--- config.mk ---
export PLATFORM = sky130hd
export DESIGN_NAME = stage_wb_seq
export DESIGN_NICKNAME = d
export VERILOG_FILES = /design/src/rtl/stage_wb_seq.sv
export SDC_FILE = /design/constraint.sdc
export NUM_CORES = 1
export LEC_CHECK = 0
export ABC_AREA = 1
export BUFFER_PORTS_ARGS = -buffer_cell sky130_fd_sc_hd__clkbuf_2
export CAP_MARGIN = 10
export CELL_PAD_IN_SITES_DETAIL_PLACEMENT = 0
export CELL_PAD_IN_SITES_GLOBAL_PLACEMENT = 1
export CORE_ASPECT_RATIO = 0.9
export CORE_MARGIN = 5
export CORE_UTILIZATION = 44
export DETAILED_ROUTE_END_ITERATION = 16
export PLACE_DENSITY_LB_ADDON = 0.1
export SYNTH_ARGS = -nofsm -noshare
export SYNTH_HDL_FRONTEND = slang
export SYNTH_SLANG_ARGS = --single-unit
export TNS_END_PERCENT = 20
--- constraint.sdc ---
create_clock -name clk -period 12.9 [get_ports clk]
set_input_delay 0.645 -clock clk [delete_from_list [all_inputs] [get_ports clk]]
set_output_delay 0.645 -clock clk [all_outputs]
set_load 0.02 [all_outputs]
--- src/rtl/stage_wb_seq.sv ---
// Write-back sequencer: merges MEM/WB pipeline results with buffered long-latency-unit results
// onto one registered register-file write port (1-cycle latency); LU side uses valid/ready, ready = FIFO not full.
module stage_wb_seq #(
  parameter int DATA_W     = 32,
  parameter int ADDR_W     = 6,
  parameter int FIFO_DEPTH = 2,
  parameter int STARVE_MAX = 4
) (
  input  logic              clk,
  input  logic              rst,
  input  logic              wb_valid,
  input  logic              wb_regs_write,
  input  logic              wb_mem2reg,
  input  logic [ADDR_W-1:0] wb_rd,
  input  logic [DATA_W-1:0] wb_alu_result,
  input  logic [DATA_W-1:0] wb_mem_rdata,
  input  logic [DATA_W-1:0] wb_data2,
  input  logic              wb_have_mop,
  input  logic              lu_valid,
  output logic              lu_ready,
  input  logic [ADDR_W-1:0] lu_rd,
  input  logic [DATA_W-1:0] lu_data,
  input  logic [DATA_W-1:0] lu_data2,
  input  logic              lu_mop,
  output logic              w_regs_en,
  output logic [ADDR_W-1:0] w_regs_addr,
  output logic [DATA_W-1:0] w_regs_data,
  output logic [DATA_W-1:0] w_regs_data2,
  output logic              w_regs_mop_en,
  output logic              lu_pending,
  output logic              wb_stall_req,
  output logic              wb_drop_err
);

  localparam int PW = (FIFO_DEPTH > 1) ? $clog2(FIFO_DEPTH) : 1;
  localparam int CW = $clog2(FIFO_DEPTH + 1);
  localparam int SW = $clog2(STARVE_MAX + 1);

  typedef struct packed {
    logic              mop;
    logic [ADDR_W-1:0] rd;
    logic [DATA_W-1:0] data;
    logic [DATA_W-1:0] data2;
  } ent_t;

  ent_t              mem_q [FIFO_DEPTH];
  ent_t              mem_d [FIFO_DEPTH];
  logic [PW-1:0]     wr_ptr_q, wr_ptr_d;
  logic [PW-1:0]     rd_ptr_q, rd_ptr_d;
  logic [CW-1:0]     cnt_q, cnt_d;
  logic [SW-1:0]     starve_q, starve_d;
  logic              stall_q, stall_d;
  logic              drop_q, drop_d;
  logic              ready_en_q, ready_en_d;
  logic              w_en_q, w_en_d;
  logic [ADDR_W-1:0] w_addr_q, w_addr_d;
  logic [DATA_W-1:0] w_data_q, w_data_d;
  logic [DATA_W-1:0] w_data2_q, w_data2_d;
  logic              w_mop_q, w_mop_d;

  logic pq;
  logic fifo_ne;
  logic lu_rdy;
  logic push;
  logic pop;
  logic sel_pipe;
  ent_t head;
  ent_t push_ent;

  always_comb begin
    pq       = wb_valid & wb_regs_write & (wb_rd != '0);
    fifo_ne  = (cnt_q != '0);
    // ready comes only from registered state; a pop this cycle does not free a slot early
    lu_rdy   = ready_en_q & (cnt_q < CW'(FIFO_DEPTH));
    push     = lu_valid & lu_rdy & (lu_rd != '0);
    sel_pipe = pq & ~stall_q;
    pop      = fifo_ne & (stall_q | ~pq);
    head     = mem_q[rd_ptr_q];

    push_ent.mop   = lu_mop;
    push_ent.rd    = lu_rd;
    push_ent.data  = lu_data;
    push_ent.data2 = lu_data2;
  end

  always_comb begin
    mem_d    = mem_q;
    wr_ptr_d = wr_ptr_q;
    rd_ptr_d = rd_ptr_q;
    cnt_d    = cnt_q;
    if (push) begin
      mem_d[wr_ptr_q] = push_ent;
      wr_ptr_d        = wr_ptr_q + PW'(1);
    end
    if (pop) begin
      rd_ptr_d = rd_ptr_q + PW'(1);
    end
    case ({push, pop})
      2'b10:   cnt_d = cnt_q + CW'(1);
      2'b01:   cnt_d = cnt_q - CW'(1);
      default: cnt_d = cnt_q;
    endcase
  end

  always_comb begin
    starve_d = starve_q;
    if (pop || !fifo_ne) begin
      starve_d = '0;
    end else if (starve_q != SW'(STARVE_MAX)) begin
      starve_d = starve_q + SW'(1);
    end
    // one-cycle request; the head pops during it, which clears the counter
    stall_d    = (starve_d == SW'(STARVE_MAX)) & ~stall_q;
    drop_d     = drop_q | (pq & stall_q);
    ready_en_d = 1'b1;
  end

  always_comb begin
    w_en_d    = sel_pipe | pop;
    w_addr_d  = w_addr_q;
    w_data_d  = w_data_q;
    w_data2_d = w_data2_q;
    w_mop_d   = w_mop_q;
    if (sel_pipe) begin
      w_addr_d  = wb_rd;
      w_data_d  = wb_mem2reg ? wb_mem_rdata : wb_alu_result;
      w_data2_d = wb_data2;
      w_mop_d   = wb_have_mop;
    end else if (pop) begin
      w_addr_d  = head.rd;
      w_data_d  = head.data;
      w_data2_d = head.data2;
      w_mop_d   = head.mop;
    end
  end

  always_ff @(posedge clk) begin
    mem_q <= mem_d;
  end

  always_ff @(posedge clk or negedge rst) begin
    if (!rst) begin
      wr_ptr_q   <= '0;
      rd_ptr_q   <= '0;
      cnt_q      <= '0;
      starve_q   <= '0;
      stall_q    <= 1'b0;
      drop_q     <= 1'b0;
      ready_en_q <= 1'b0;
      w_en_q     <= 1'b0;
      w_addr_q   <= '0;
      w_data_q   <= '0;
      w_data2_q  <= '0;
      w_mop_q    <= 1'b0;
    end else begin
      wr_ptr_q   <= wr_ptr_d;
      rd_ptr_q   <= rd_ptr_d;
      cnt_q      <= cnt_d;
      starve_q   <= starve_d;
      stall_q    <= stall_d;
      drop_q     <= drop_d;
      ready_en_q <= ready_en_d;
      w_en_q     <= w_en_d;
      w_addr_q   <= w_addr_d;
      w_data_q   <= w_data_d;
      w_data2_q  <= w_data2_d;
      w_mop_q    <= w_mop_d;
    end
  end

  assign lu_ready      = lu_rdy;
  assign lu_pending    = fifo_ne;
  assign wb_stall_req  = stall_q;
  assign wb_drop_err   = drop_q;
  assign w_regs_en     = w_en_q;
  assign w_regs_addr   = w_addr_q;
  assign w_regs_data   = w_data_q;
  assign w_regs_data2  = w_data2_q;
  assign w_regs_mop_en = w_mop_q;

endmodule
==> run summary <==
The run finished with clean final reports. Summed over all nets, the half-perimeter wirelength after detailed placement is 15.5 mm. In the routed layout, each cell is associated on average with a via count of 4.99. TritonCTS built the clock tree. The count of instances resized after the clock tree is built is 0, and the residual DRC count is 0. The maximum achievable frequency was 0.366 GHz.

The sequential share of the synthesized area was 66.7%; the mean instance size in the synthesized netlist was 10.9 µm². At the later pin of the worst-skew pair, clock insertion delay measures 0.51 ns. In this run the remaining antenna-violating nets after routing total 0. In this run the tightest slew margin relative to its limit is 30.9%. Dividing the detail-routed wire length by the instance count gives 17.4 µm. In the global route stage, overall resource usage came out at 19.5%.

The register bit total from synthesis came out at 224. The startpoint-to-endpoint class of the critical path is register to primary output. The number of hold buffers added after CTS was 0. The placed instance count was 1358; the area of the core was 0.0210 mm².

For the worst voltage drop across the vdd grid, the log shows 0.000126 V. Setup violations remaining at the end of the flow were counted as 0. In this run the horizontal extent of the chip is 165 µm.

For this design the static power due to leakage is 5.28 nW. For the pin with the worst max-slew slack, the measured transition is 1.03 ns. For the fraction of the core area covered by cells at the end of the flow, the log shows 55.6%. At the worst endpoint, the required time is 12.26 ns. The H-tree level count was 1. Max-cap violations in this run came to 0. The tools report the number of core rows as 50. The tools report the buffer type at the clock tree root as clkbuf_16.

The worst clock skew is 0.0121 ns, and the number of antenna violations at the first check in global routing is 3. The largest driver fanout on the critical path works out to 72. The die covers 0.0245 mm². From bottom edge to top edge, the die measures 149 µm.

The share of Yosys cell area claimed by the top area cell type works out to 45.1%. Number of global-route vias before repair: 6969. The first detailed-routing pass took 4 iterations. STA classifies the critical path endpoint as a primary output. Library cell with the largest summed area after synthesis: edfxtp_1. The pin count of the biggest net entering global routing came out at 84. In the post-synthesis netlist, the biggest area contributors are edfxtp_1 45%, dfrtp_1 22%, nand2_1 12%.

Maximum buffer depth of the clock tree: 3. The run gives 37.5 mm as the first-pass GRT wire length. The routed design has 24.4 mm of wire. Number of port buffers: 255.

Clock-pin slew was measured on the worst setup and hold paths at 0.06 ns. The area growth from synthesis to layout is 23.0%, and the total non-filler cell area in the finished layout is 0.0116 mm². The count of mapped cells out of synthesis is 865, and the period utilization is 21.2%. The logs give 0 for the count of pins over their slew limit and 0 for the final global-route overflow total. The tools report the startpoint class of the critical path as a register. Counting every net in the synthesized netlist gives 1048.

In this run the cell area measured after placement is 0.0109 mm². The fraction of final layout cells with drive strength greater than 1 was 30.9%; the unique cell type count in the Yosys netlist was 30. The count of yosys warnings during synthesis is 0, and the data arrival time of the worst path is 2.09 ns. The net count of the finished layout is 1281. The number of filler instances in the final layout was 1872. Total vias in the final route: 6995. Setup repair after global routing left no endpoint under its margin.

The final hold violation count is 0, and the placement-stage worst setup slack is 9.82 ns. The total negative slack is 0 ns, and the power density normalized to cell area is 215 mW/mm². The design draws 2.50 mW. CTS saw 224 sinks. Summing every instance area after synthesis gives 0.00946 mm². In the post-route analysis, the smallest setup slack over all paths is 10.17 ns. The total CTS buffers was 24; the DRC violation total after the first TritonRoute iteration was 340. The kind of path behind the tightest hold check was primary input to async pin.

Routability-driven placement finished with a final weighted congestion of 0.763. After the flow finishes, the layout carries non-filler instances totaling 1402. The buffer count from post-CTS setup fixing was 0; the worst hold margin was 0.0717 ns. 0 antenna diodes ended up in the layout. In this run the count of I/O pins placed on the die edge is 256.

The minimum clock period was 2.73 ns; the initial standard-cell utilization of the core was 45.2%.
==> cell type report <==
class | count | area, µm² | share of cell area (%)
flip-flops and latches | 224 | 6320 | 54.3
multi-input cells | 572 | 2810 | 24.1
repair buffers | 264 | 1350 | 11.6
clock buffers | 39 | 718 | 6.17
well taps | 286 | 358 | 3.07
clock inverters | 5 | 48.8 | 0.419
inverters | 12 | 45.0 | 0.387
==> power breakdown <==
group	total, mW	internal (mW)	switching [mW]
Sequential	1.01	0.935	0.0769
Clock	0.659	0.399	0.261
Combinational	0.828	0.253	0.575
==> Yosys cell counts <==
master / n
clkbuf_1: 13
buf_8: 1
edfxtp_1: 142
inv_1: 9
inv_2: 3
nor2_1: 12
nand2_2: 1
xnor2_1: 1
nand3_2: 10
mux2_2: 28
buf_2: 34
o21ai_0: 1
dfrtp_1: 82
xor2_1: 3
buf_12: 1
a21oi_1: 4
buf_6: 4
buf_4: 3
mux2_1: 4
o21bai_1: 1
ha_1: 3
nand4_1: 1
nor3_1: 1
a21boi_0: 1
nor2_2: 1
or2_2: 1
nand3_1: 205
nand2_1: 293
buf_1: 1
conb_1: 1
==> worst max-delay path, stage by stage (launching register included) <==
cell      delay [ns]
dfrtp_1         0.42
inv_2           0.05
nand2_2         0.07
buf_4           0.73
clkbuf_2        0.31
==> per-layer routing <==
layer | part of all wire (%) | track usage, % | up-vias | routed length, µm
li1 | - | - | 3428 | -
met2 | 47 | 31.8 | 215 | 11400
met3 | 6.8 | 4.64 | 38 | 1650
met1 | 44 | 26.8 | 3308 | 10800
met4 | 1.9 | 4.28 | 6 | 461
met5 | 0.14 | 0 | - | 35
==> path summary, 6_finish.rpt <==
kind | from | end | slack [ns] | cells past startpoint
max in group asynchronous | rst | rd_ptr_q | 11.64 | 2
max | cnt_q[0] | lu_pending | 10.17 | 4
min | rst | w_regs_addr[2] | 0.07 | 1
min reg2reg | w_regs_data2[3] | w_regs_data2[3] | 0.51 | 2
min in group clk | lu_data[5] | mem_q[108] | 0.33 | 1
max reg2reg | cnt_q[1] | mem_q[22] | 10.17 | 4
==> kinds of logic after synthesis <==
group                      after synthesis  synth area share [%]
other                                    1                0.0396
xor gates and xnor gates                 4                 0.370
buffers and inverters                   69                  3.91
adders and majority gates                3                 0.397
DFF                                    224                  66.7
and+or+nand+nor                        525                  24.3
muxes                                   32                  3.81
AOI/OAI and AO/OA                        7                 0.423
==> placed cells by master, fill, tap and decap left out, types with 4 or more instances in the layout <==
cell type    n
clkbuf_2   254
clkbuf_16   25
nand3_2     10
nand2_1    293
mux2_1       4
edfxtp_1   142
mux2_2      28
buf_4       10
nor2_1      10
clkbuf_8     4
dfrtp_1     81
clkbuf_1    10
a21oi_1      4
nand3_1    204
inv_1        9
==> state kept, by name, summed over array words and instances, names as in the netlist <==
register,cells
rd_ptr_q,1
w_regs_mop_en,1
mem_q,142
w_regs_addr,6
w_regs_data,32
ready_en_q,1
cnt_q,2
starve_q,3
w_regs_en,1
wr_ptr_q,1
w_regs_data2,32
wb_drop_err,1
wb_stall_req,1
Note: power is estimated with default switching activity, not from simulation.
